File: src/rtl/cpu_pkg.sv
// cpu_pkg: shared core constants for the fetch stage and decode opcodes
package cpu_pkg;
  localparam logic [31:0] NOP_INSTR = 32'h0000_0013;
  localparam logic [31:0] DEFAULT_RESET_PC = 32'h0000_0000;
  localparam logic [6:0] OP_BRANCH = 7'b1100011;
  localparam logic [6:0] OP_JAL = 7'b1101111;
  localparam logic [6:0] OP_JALR = 7'b1100111;
endpackage

File: src/rtl/pipe_reg_en.sv
// pipe_reg_en: W-bit register with sync reset, flush value and enable (rst > flush > en)
module pipe_reg_en #(
  parameter int W = 32,
  parameter logic [W-1:0] RST_VAL = '0,
  parameter logic [W-1:0] FLUSH_VAL = '0
) (
  input  logic         clk,
  input  logic         rst,
  input  logic         en,
  input  logic         flush,
  input  logic [W-1:0] d,
  output logic [W-1:0] q
);
  always_ff @(posedge clk)
    q <= rst ? RST_VAL : flush ? FLUSH_VAL : en ? d : q;
endmodule

File: src/rtl/fetch_if_id_stage.sv
// fetch_if_id_stage: PC, next-PC select, IF/ID register and stall/flush event counters
module fetch_if_id_stage #(
  parameter logic [31:0] RESET_PC = cpu_pkg::DEFAULT_RESET_PC,
  parameter logic [31:0] NOP_INSTR = cpu_pkg::NOP_INSTR,
  parameter int CNT_W = 32
) (
  input  logic             clk,
  input  logic             rst,
  input  logic             pc_write,
  input  logic             if_id_write,
  input  logic             if_flush,
  input  logic             branch_taken,
  input  logic [31:0]      branch_target,
  input  logic             jump_taken,
  input  logic [31:0]      jump_target,
  output logic [31:0]      imem_addr,
  input  logic [31:0]      imem_rdata,
  output logic [31:0]      pc_IF_ID,
  output logic [31:0]      instruction_IF_ID,
  output logic             valid_IF_ID,
  output logic [CNT_W-1:0] stall_count,
  output logic [CNT_W-1:0] flush_count
);
  logic [31:0] next_pc;
  assign next_pc = jump_taken ? {jump_target[31:2], 2'b00} :
                   branch_taken ? {branch_target[31:2], 2'b00} : imem_addr + 32'd4;
  pipe_reg_en #(.W(32), .RST_VAL(RESET_PC), .FLUSH_VAL(RESET_PC)) u_pc (
    .clk(clk), .rst(rst), .en(pc_write), .flush(1'b0), .d(next_pc), .q(imem_addr)
  );
  pipe_reg_en #(.W(32), .RST_VAL(32'd0), .FLUSH_VAL(32'd0)) u_pc_if_id (
    .clk(clk), .rst(rst), .en(if_id_write), .flush(if_flush), .d(imem_addr), .q(pc_IF_ID)
  );
  pipe_reg_en #(.W(32), .RST_VAL(NOP_INSTR), .FLUSH_VAL(NOP_INSTR)) u_instr_if_id (
    .clk(clk), .rst(rst), .en(if_id_write), .flush(if_flush), .d(imem_rdata), .q(instruction_IF_ID)
  );
  pipe_reg_en #(.W(1), .RST_VAL(1'b0), .FLUSH_VAL(1'b0)) u_valid_if_id (
    .clk(clk), .rst(rst), .en(if_id_write), .flush(if_flush), .d(1'b1), .q(valid_IF_ID)
  );
  always_ff @(posedge clk)
    if (rst) begin
      stall_count <= '0;
      flush_count <= '0;
    end else begin
      if (!if_flush && !if_id_write && !(&stall_count)) stall_count <= stall_count + 1'b1;
      if (if_flush && !(&flush_count)) flush_count <= flush_count + 1'b1;
    end
endmodule

File: config.mk
export PLATFORM = sky130hd
export DESIGN_NAME = fetch_if_id_stage
export DESIGN_NICKNAME = d
export VERILOG_FILES = /design/src/rtl/cpu_pkg.sv /design/src/rtl/pipe_reg_en.sv /design/src/rtl/fetch_if_id_stage.sv
export SDC_FILE = /design/constraint.sdc
export NUM_CORES = 1
export LEC_CHECK = 0
export ABC_AREA = 1
export BUFFER_PORTS_ARGS = -buffer_cell sky130_fd_sc_hd__clkbuf_2
export CORE_MARGIN = 2
export CORE_UTILIZATION = 54
export CTS_CLUSTER_DIAMETER = 40
export CTS_CLUSTER_SIZE = 20
export DETAILED_ROUTE_END_ITERATION = 6
export PLACE_DENSITY = 0.81
export SYNTH_ARGS = -nofsm -noshare
export SYNTH_HDL_FRONTEND = slang
export SYNTH_HIERARCHICAL = 1
export SYNTH_SLANG_ARGS = --single-unit
File: constraint.sdc
create_clock -name clk -period 2.1 [get_ports clk]
set_input_delay 0.105 -clock clk [delete_from_list [all_inputs] [get_ports clk]]
set_output_delay 0.105 -clock clk [all_outputs]
set_load 0.05 [all_outputs]
Word-level counts from Yosys, hierarchy flattened

Index checks and enable logic that the tools add are counted.

Reductions and logical operators: 10
Add/sub/neg operators: 3
Mux-type cells: 2

Operator list:

| cell                    | number |
|---|---|
| $add A32 B1 Y32 const B | 2 |
| $mux W32                | 2 |
| $reduce_and A32 Y1      | 2 |
| $add A32 B3 Y32 const B | 1 |
| $logic_not A1 Y1        | 4 |
| $logic_and A1 B1 Y1     | 3 |
| $reduce_or A2 Y1        | 1 |

Logic and storage cells: 21
Flip-flop bits (word level): 161
Input bits: 103
Output and inout port bits: 161

Logic depth before layout (Yosys ltp)

Gate-level depths: netlist of the first run.

Depth after elaboration: 3
Mapped depth: 15
Gate-level depth less buffers: 15

Cells and area by module

Netlist of the first run, hierarchy kept.

By module, submodules not included:

| module                      | cells an instance | area each (µm²) | instances |
|---|---|---|---|
| fetch_if_id_stage           | 1022              | 5675.4          | 1 |
| pipe_reg_en (u_pc ...)      | 203               | 1353.8          | 2 |
| pipe_reg_en (u_instr_if_id) | 198               | 1331.3          | 1 |
| pipe_reg_en (u_valid_if_id) | 7                 | 45.0            | 1 |

Worst setup path after synthesis of the first run

OpenSTA, ideal clock, no wires.

Path kind: register -> register
Start point: register flush_count[0]
End point: register flush_count[3]
Path buffers: 1
Path slack: -29 ps
Arrival: 1988 ps
Period minus slack after synthesis: 2129 ps
Setup time: 142 ps
Cell stages (with the launch flop): 12
Cells stage by stage: dfxtp_1 -> ha_1 -> inv_1 -> nor2_2 -> nand2_2 -> nor2_4 -> nand2_4 -> nand2_4 -> inv_1 -> buf_2 -> nand2_1 -> a21oi_2

Word-level cells in the longest chain between the ends: 3
Elaborated cells on any way between the ends: 4
Those cells by class: add/sub (1); reduce/logical (3)

RTL lines:

| element                                                                 | line                    | source |
|---|---|---|
| from (decl)                                                             | fetch_if_id_stage.sv:22 | `output logic [CNT_W-1:0] flush_count` |
| from (signal assigned)                                                  | fetch_if_id_stage.sv:45 | `if (if_flush && !(&flush_count)) flush_count <= flush_count + 1'b1;` |
| parallel branches: the longest is 3 deep, another holds $add A32 B1 Y32 | n/a                     |  |

Parallel ways; which one is timed is not known.
A chain may end at the register's enable or synchronous reset.

Worst setup path after layout of the first run

Start point: register flush_count[0]
End point: register flush_count[14]

Same word-level chain as after synthesis.

==> flow_summary.toml, run 1 <==
[setup_path]
crit_arrival_ns = 2.28
critPathLaunchType = "register"
crit_required_ns = 2.38
r2r-start = "flush_count[0]"
setup.worst_path.end = "flush_count[14]"
crit_slowest_cell = "dfxtp_2"
end_kind = "register"
timing.rr.end = "flush_count[14]"
max_stage_delay_ns = 0.39
timing.critical_path.from = "flush_count[0]"
path_class = "reg2reg"
crit_family = "simple AND/OR/NAND/NOR gates"
path_max_fanout = 12
path_depth = 10
r2r_cells = 10
cp_num_buf_inv = 2
cpMostUsedCell = "nand2_4"
regToRegSetupSlack_ns = 0.1
path_cells = "ha_1 -> inv_1 -> nor2_2 -> nand2_2 -> nor2_4 -> nand2_4 -> nand2_4 -> clkinvlp_4 -> nand2_1 -> a21oi_1"

[grt]
antenna_found_initial = 0
grt_pass1_vias = 10133
grt-ovfl-total = 0
grt_pass1_wl_um = 47000
grt_util_all_layers_pct = 29.3
grt_max_degree = 129

[timing]
rsz0062_at_grt = "true"
finalClockSkew_ns = 0.0141
setup_ws_ns = 0.0982
setup_viol = 0
period_minus_slack_ns = 2.00
period_share_pct = 95.3
tns_ns = 0
max_slew.worst_pin.slew_ns = 0.780
finalHoldViolCount = 0
fmax_mhz = 500
maxSlewViolCount = 0
timing.max_slew.rel_slack_pct = 47.9

[synthesis]
synthFlopType = "dfxtp_1"
synth-edff-count = 0
syn_inst = 1633
synth-seq-area-share_pct = 33.0
ys_warn_count = 6
yosys.area.top_type = "dfxtp_1"
synth_cell_type_count = 29
synth_top_area_share_pct = 33.0
yosysMostFrequentCell = "nand2_1"
async_flop_share_pct = 0
synth_area_per_cell_sq_um = 5.98
synth_seq_cells = 161
syn_area_sq_mm = 0.00976
synth_top_cells_by_count = "nand2_1, nor2_1, inv_1"
synth.area.top_cells = "dfxtp_1, nand2_1, nor2_1"
synth.net_count = 1739

[outcome]
outcome = "complete, no violations"

[floorplan]
pin_count = 264
die_y_um = 138
core_sq_mm = 0.0178
die_area_sq_mm = 0.0192
die_x_um = 138
start_util_pct = 54.7
rows = 49

[placed_design]
port_buffers = 259
pre_cts_ws_ns = -0.0124
globalplace.congestion = 0.915
hpwl_um = 20500

[drt]
drt_pass1_iterations = 5
detail-route-antenna-nets = 0
via_count = 10983
wl_per_cell_um = 13.3
wl_um = 28900
remaining_drc_errors = 0
drtIter0Drc = 704
viasPerCell = 5.05

[layout]
area_delta_synth_final_pct = 24.8
post-route-util_pct = 68.3
drive_gt1_share_pct = 21.1
nets = 2038
antenna_cells = 0
nFillCells = 1650

[worst_hold_path]
hp-start = "jump_target[24]"
hold_class = "in2reg"

[power]
power_w = 0.00747
power_density_mw_per_mm2 = 613
leakagePower_nw = 5.68
peakVddDrop_v = 0.000678

[run]
maxCapViolCount = 0

[clock_tree]
root_buffer = "clkbuf_16"
path_clk_slew_ns = 0.08
insertion_delay_ns = 0.43
cts_tree = "built"
ctsHtreeMaxLevel = 4
numClockSinks = 161
cts_made_buffers = 17
cts.path.max_buffers = 2
## layout by cell type, fill, tap and decap left out, drive strengths merged
cell | netlist | final
dlygate4sd3 | 0 | 32
nor3b | 3 | 3
clkbuf | 19 | 276
ha | 3 | 3
a21oi | 59 | 59
dfxtp | 161 | 161
nand3 | 51 | 51
nand4 | 14 | 14
o211ai | 2 | 2
conb | 2 | 2
clkinv | 3 | 7
o21ai | 27 | 27
nor3 | 7 | 7
nand2 | 630 | 630
clkinvlp | 0 | 6
nand3b | 8 | 8
inv | 164 | 170
xor2 | 24 | 24
o21a | 1 | 1
bufinv | 0 | 1
xnor2 | 16 | 16
buf | 40 | 46
nor2 | 399 | 399
## sequential cells by signal, summed over array words and instances (netlist names)
| name | cells |
|---|---|
| flush_count | 32 |
| stall_count | 32 |
| u_instr_if_id/q | 32 |
| u_pc/q | 32 |
| u_pc_if_id/q | 32 |
| u_valid_if_id/q | 1 |
## layer usage
metal / global-route usage, % / wire [um]
met5: 0 / 0
met4: 14.2 / 1160
met3: 5.40 / 2070
met2: 51.5 / 14300
met1: 34.4 / 11400
## how the worst min path moves through the flow
| stage | endpoint | cells past startpoint |
|---|---|---|
| global route | u_pc/q[24] | 7 |
| CTS | u_pc/q[5] | 7 |
| global placement | u_instr_if_id/q[4] | 3 |
| detailed placement | u_instr_if_id/q[1] | 3 |
| floorplan | u_instr_if_id/q[0] | 2 |
| finish | u_pc/q[24] | 7 |
## power breakdown
| group | switching (W) | internal, W |
|---|---|---|
| Sequential | 0.0000749 | 0.00314 |
| Combinational | 0.000794 | 0.000368 |
| Clock | 0.00139 | 0.00171 |
## worst min-delay path, stage by stage
cell      delay, ns
clkbuf_2       0.08
nand2_1        0.05
nand2_1        0.05
inv_1          0.04
nand2_1        0.04
nand2_1        0.05
nor2_1         0.04
## kinds of logic after synthesis
family | count (synthesis) | synth area share (%)
compound gates | 89 | 5.64
xor+xnor | 40 | 3.59
fa+ha+maj | 3 | 0.385
buf+inv | 226 | 11.5
flops | 161 | 33.0
other cells | 2 | 0.0770
simple gates | 1112 | 45.8
## stage by stage
stage	hold slack (ns)	cell area, sq um	std cells
after floorplan	0.231	9760	1633
after global placement	0.322	11200	2107
after detailed placement	0.327	11200	2107
after CTS	0.0464	12100	2172
after global routing	0.0798	12200	2174
final	0.0677	12200	2174
## cell type report
class | instances | area (sq um) | area share, %
clock buffers | 18 | 439 | 3.61
clock inverters | 14 | 144 | 1.18
inverters | 167 | 634 | 5.21
multi-input cells | 1246 | 5440 | 44.7
flip-flops and latches | 161 | 3230 | 26.5
well taps | 229 | 287 | 2.35
repair buffers | 336 | 1990 | 16.3
repair inverters | 3 | 22.5 | 0.185
## what timing repair did
item	CTS	global route
endpoints found under the setup margin	11	44
hold buffers	32	0
gates cloned	1	2
endpoints found under the hold margin	32	0
pin swaps	0	1
setup buffers	0	0
resized for setup	2	12
Power figures use the tool's default switching activity.
==> inputs of run 2 (changes only) <==
--- a/config.mk
+++ b/config.mk
@@ -5,14 +5,13 @@
 export SDC_FILE = /design/constraint.sdc
 export NUM_CORES = 1
 export LEC_CHECK = 0
-export ABC_AREA = 1
 export BUFFER_PORTS_ARGS = -buffer_cell sky130_fd_sc_hd__clkbuf_2
 export CORE_MARGIN = 2
-export CORE_UTILIZATION = 54
+export CORE_UTILIZATION = 51
 export CTS_CLUSTER_DIAMETER = 40
 export CTS_CLUSTER_SIZE = 20
 export DETAILED_ROUTE_END_ITERATION = 6
-export PLACE_DENSITY = 0.81
+export PLACE_DENSITY = 0.8
 export SYNTH_ARGS = -nofsm -noshare
 export SYNTH_HDL_FRONTEND = slang
 export SYNTH_HIERARCHICAL = 1
==> run 2 against run 1 <==
Against the previous run: clock-buffer cell count increased by 4; first-iteration DRC count decreased by 24%; register-to-register slack got worse by 0.03 ns; sequential power decreased by 2%; maximum frequency decreased by 1.4%; non-clock buffer count unchanged; sequential share of layout area increased by 4.6 points; critical path depth decreased by 5; critical path type unchanged; largest cell class unchanged; largest power group is now the clock network.
==> flow_summary.toml, run 2 <==
[layout]
nFillCells = 1164
antenna_cells = 0
final_cell_mix = "clkbuf_2, nor2_1, mux2i_1, dfxtp_1, nand2_1"
layout_commonest_cell = "clkbuf_2"
area_delta_synth_final_pct = 34.2
instances_no_fill = 1452
drive_gt1_share_pct = 35.5
nets = 1334

[clock_tree]
ctsHtreeMaxLevel = 4
numClockSinks = 161
cts_tree = "built"
path_clk_slew_ns = 0.06
root_buffer = "clkbuf_16"
cts.path.max_buffers = 2
cts_made_buffers = 17
insertion_delay_ns = 0.43

[timing]
fmax_mhz = 493
rsz0062_at_grt = "false"
timing.max_slew.rel_slack_pct = 32.7
tns_ns = 0
max_slew.worst_pin.slew_ns = 1.01
setup_viol = 0
period_minus_slack_ns = 2.03
maxSlewViolCount = 0
finalClockSkew_ns = 0.0135
finalHoldViolCount = 0
period_share_pct = 96.7

[synthesis]
synth_cell_type_count = 53
synth.area.top_cells = "dfxtp_1, mux2i_1, nor2_1"
synth_seq_cells = 161
ys_warn_count = 6
syn_inst = 925
syn_area_sq_mm = 0.00798
synth-seq-area-share_pct = 40.4
synth_top_cells_by_count = "dfxtp_1, nor2_1, mux2i_1"
synth_area_per_cell_sq_um = 8.63
yosys.area.top_type = "dfxtp_1"
synth_top_area_share_pct = 40.4
synthFlopType = "dfxtp_1"
async_flop_share_pct = 0
synth-edff-count = 0
yosysMostFrequentCell = "dfxtp_1"
synth.net_count = 1031

[floorplan]
die_area_sq_mm = 0.0167
start_util_pct = 52.3
rows = 45
die_x_um = 129
die_y_um = 129
pin_count = 264
core_sq_mm = 0.0153

[grt]
met1_usage_pct = 32.7
grt_util_all_layers_pct = 27.2
grtUsageMet3_pct = 6.48
grt_pass1_wl_um = 36500
grt_pass1_vias = 7487
use_met2_pct = 46.1
grt-ovfl-total = 0
grt_busiest_layer = "met2"
antenna_found_initial = 0
grt_max_degree = 75

[drt]
remaining_drc_errors = 0
viasPerCell = 5.58
drt_pass1_iterations = 7
wl_um = 23000
detail-route-antenna-nets = 0
via_count = 8101
wl_per_cell_um = 15.8
drtIter0Drc = 534

[setup_path]
setup.worst_path.end = "stall_count[30]"
critPathLaunchType = "register"
timing.critical_path.from = "stall_count[12]"
end_kind = "register"
crit_slowest_cell = "or3_4"
path_max_fanout = 6
path_class = "reg2reg"
crit_required_ns = 2.45
path_cells = "nand4_1 -> or3_4 -> a2111o_1 -> or3_1 -> a21oi_1"
r2r_cells = 5
regToRegSetupSlack_ns = 0.07
r2r-start = "stall_count[12]"
max_stage_delay_ns = 0.47
timing.rr.end = "stall_count[30]"
crit_arrival_ns = 2.38

[placed_design]
port_buffers = 259
hpwl_um = 15700
globalplace.congestion = 0.820
placedCellCount = 1387

[worst_hold_path]
hold_class = "in2reg"

[power]
peakVddDrop_v = 0.000556
leakagePower_nw = 4.62
power_density_mw_per_mm2 = 669

[outcome]
outcome = "complete, no violations"

[run]
maxCapViolCount = 0
## run 2: stage by stage
step | util, % | area, sq um | hold slack [ns] | power, W | worst slack [ns]
floorplan | - | 8090 | 0.174 | 0.00375 | -0.0274
global placement | 63.7 | 9720 | 0.323 | 0.00397 | 0.135
detailed placement | 63.7 | 9720 | 0.334 | 0.00399 | 0.0875
CTS | 69.7 | 10600 | 0.0191 | 0.00718 | 0.0583
global route | 70.2 | 10700 | 0.0610 | 0.00739 | 0.00194
finish | 70.2 | 10700 | 0.0375 | 0.00716 | 0.0696
## run 2: metal layers
metal  part of all wire [%]  vias to the layer above
met5                      0                        -
met4                    3.2                        0
met3                    6.5                       62
met2                     49                      279
met1                     41                     3810
li1                       -                     3950
## run 2: worst min path at each step
stage | start | slack [ns] | to | cells past startpoint
finish | jump_target[9] | 0.04 | u_pc/q[9] | 5
global route | if_flush | 0.06 | u_valid_if_id/q | 3
CTS | jump_target[9] | 0.02 | u_pc/q[9] | 5
detailed placement | imem_rdata[1] | 0.33 | u_instr_if_id/q[1] | 3
global placement | imem_rdata[4] | 0.32 | u_instr_if_id/q[4] | 3
floorplan | if_flush | 0.17 | u_valid_if_id/q | 1
## run 2: worst max-delay path, delay by kind of cell, from the launching register on
family             cells  cell delay (ns)
and+or+nand+nor        3             1.00
DFF                    1             0.37
AOI/OAI and AO/OA      2             0.58
## run 2: logic make-up after synthesis
kind of cell / count (synthesis) / share of synthesized area (%)
buffers and inverters: 63 / 4.61
multiplexers: 106 / 13.4
flip-flops: 161 / 40.4
adder cells (fa/ha/maj): 3 / 0.470
XOR/XNOR: 31 / 3.40
AND/OR/NAND/NOR: 397 / 25.1
AO/OA/AOI/OAI: 162 / 12.6
other: 2 / 0.0941
## run 2: repair_timing
action	CTS	global route
endpoints found under the setup margin	0	17
buffers inserted	0	1
gates resized for setup	0	12
hold endpoints to repair	32	0
hold buffers	32	0
## run 2: power by group
group	internal (W)	switching, W	total (W)
registers	0.00310	0.0000496	0.00315
clock network	0.00189	0.00129	0.00318
logic	0.000322	0.000510	0.000832
total	0.00532	0.00185	0.00716
## run 2: area by class of cell
| type | instances | area [sq um] | share of cell area [%] |
|---|---|---|---|
| multi-input combinational | 701 | 4440 | 41.5 |
| tap | 211 | 264 | 2.47 |
| clock inverter | 10 | 123 | 1.15 |
| inverter | 11 | 41.3 | 0.386 |
| sequential | 161 | 3330 | 31.1 |
| timing repair buffer | 336 | 2020 | 18.9 |
| clock buffer | 22 | 484 | 4.52 |
==> inputs of run 3 (changes only) <==
--- a/config.mk
+++ b/config.mk
@@ -6,6 +6,7 @@
 export NUM_CORES = 1
 export LEC_CHECK = 0
 export BUFFER_PORTS_ARGS = -buffer_cell sky130_fd_sc_hd__clkbuf_2
+export CORE_ASPECT_RATIO = 0.75
 export CORE_MARGIN = 2
 export CORE_UTILIZATION = 51
 export CTS_CLUSTER_DIAMETER = 40
==> run 3 against run 2 <==
Against the previous run: non-clock buffer count rose by 2; largest cell class unchanged; critical endpoint is now u_pc/q[26]; critical path type unchanged; utilization fell by 0.50 points; wire length rose by 3.5%; clock skew fell by 0.0041 ns.
==> flow_summary.toml, run 3 (synthesis results as in run 2) <==
[layout]
nets = 1336
drive_gt1_share_pct = 35.4
antenna_cells = 0
final_cell_mix = "clkbuf_2, nor2_1, mux2i_1, dfxtp_1, nand2_1"
layout_commonest_cell = "clkbuf_2"
seqCellArea_sq_mm = 0.00333
fin_area_sq_mm = 0.0106
instances_no_fill = 1448
multi_input_area_sq_mm = 0.00443
post-route-util_pct = 69.7
nFillCells = 1229
area_delta_synth_final_pct = 33.3

[clock_tree]
cts.path.max_buffers = 2
path_clk_slew_ns = 0.06
cts_tree = "built"
insertion_delay_ns = 0.42
root_buffer = "clkbuf_16"
cts_made_buffers = 17
numClockSinks = 161
ctsHtreeMaxLevel = 4

[drt]
drtIter0Drc = 663
wl_um = 23800
wl_per_cell_um = 16.4
detail-route-antenna-nets = 0
via_count = 8161
drt_pass1_iterations = 5
remaining_drc_errors = 0
viasPerCell = 5.64

[worst_hold_path]
hold_class = "in2reg"

[power]
peakVddDrop_v = 0.000541
leakagePower_nw = 4.58
power_density_mw_per_mm2 = 658

[grt]
use_met2_pct = 46.0
antenna_found_initial = 0
grt_pass1_wl_um = 37600
grt_busiest_layer = "met2"
met1_usage_pct = 36.9
grt_util_all_layers_pct = 27.8
grt-ovfl-total = 0
grt_pass1_vias = 7400
grtUsageMet3_pct = 6.14
grt_max_degree = 73

[timing]
period_share_pct = 98.4
finalClockSkew_ns = 0.00943
finalHoldViolCount = 0
max_slew.worst_pin.slew_ns = 0.989
maxSlewViolCount = 0
timing.max_slew.rel_slack_pct = 34.1
fmax_mhz = 484
holdWs_ns = 0.0323
setup_viol = 0
period_minus_slack_ns = 2.07
rsz0062_at_grt = "true"

[floorplan]
die_x_um = 148
die_area_sq_mm = 0.0167
die_y_um = 112
start_util_pct = 52.2
core_sq_mm = 0.0153
rows = 39
pin_count = 264

[setup_path]
crit_required_ns = 2.39
cp_num_buf_inv = 1
path_class = "reg2reg"
path_max_fanout = 7
crit_family = "compound AO/OA/AOI/OAI gates"
crit_arrival_ns = 2.36
end_kind = "register"
max_stage_delay_ns = 0.36
critPathLaunchType = "register"
crit_slowest_cell = "dfxtp_4"
path_cells = "ha_4 -> and4_4 -> nand4_1 -> buf_6 -> o31a_1 -> o31ai_1 -> o21ai_0 -> mux2i_1 -> nor2_1"

[placed_design]
placedCellCount = 1382
globalplace.congestion = 0.884
post_dp_cell_area_sq_mm = 0.00968
hpwl_um = 16200
port_buffers = 259

[outcome]
outcome = "complete, no violations"

[run]
maxCapViolCount = 0
==> run 3: cell count changes in the layout (fill, tap and decap cells not counted), sizes merged <==
cell	change
buf	+2
bufinv	-1
clkinv	-1
clkinvlp	+2
==> run 3: worst reg2reg max path, cell delays in order (launching register included) <==
cell and delay, ns:
dfxtp_4 0.36, ha_4 0.13, and4_4 0.23, nand4_1 0.23
buf_6 0.22, o31a_1 0.28, o31ai_1 0.19, o21ai_0 0.10
mux2i_1 0.14, nor2_1 0.05
==> run 3: path summary, 6_finish.rpt <==
kind | endpoint | start | cells past startpoint | slack (ns)
worst max-delay path | u_pc/q[26] | u_pc/q[3] | 9 | 0.03
worst max register to register | u_pc/q[26] | u_pc/q[3] | 9 | 0.03
worst min register to register | u_instr_if_id/q[4] | u_instr_if_id/q[4] | 2 | 0.48
worst min-delay path | u_pc/q[30] | jump_target[30] | 5 | 0.03
==> run 3: where the power goes <==
part           internal, W  switching, W  total [W]
registers          0.00310     0.0000507    0.00315
clock network      0.00174       0.00128    0.00302
logic             0.000314      0.000507   0.000820
total              0.00516       0.00184    0.00700
==> run 3: metrics by stage <==
step / TNS [ns] / total power (W) / worst slack [ns]
finish: 0 / 0.00700 / 0.0329
global route: -0.296 / 0.00724 / -0.0762
CTS: 0 / 0.00702 / 0.0133
detailed placement: 0 / 0.00398 / 0.0436
global placement: 0 / 0.00396 / 0.0826
floorplan: -0.0530 / 0.00375 / -0.0274
==> run 3: layer usage <==
layer	vias up	wire length [um]
li1	3966	-
met1	3816	10300
met2	355	11400
met3	24	1710
met4	0	393
met5	-	0
==> run 3: cell type report <==
| cell class | instances | area share (%) |
|---|---|---|
| Sequential cell | 161 | 31.3 |
| Timing Repair Buffer | 338 | 18.8 |
| Clock buffer | 22 | 4.47 |
| Inverter | 11 | 0.388 |
| Tap cell | 205 | 2.41 |
| Multi-Input combinational cell | 701 | 41.7 |
| Clock inverter | 10 | 0.929 |
==> run 3: timing repair <==
item | 4_1_cts | 5_1_grt
hold buffers | 32 | 0
buffers inserted | 0 | 2
gates resized for setup | 0 | 15
setup endpoints to repair | 0 | 18
endpoints found under the hold margin | 32 | 0
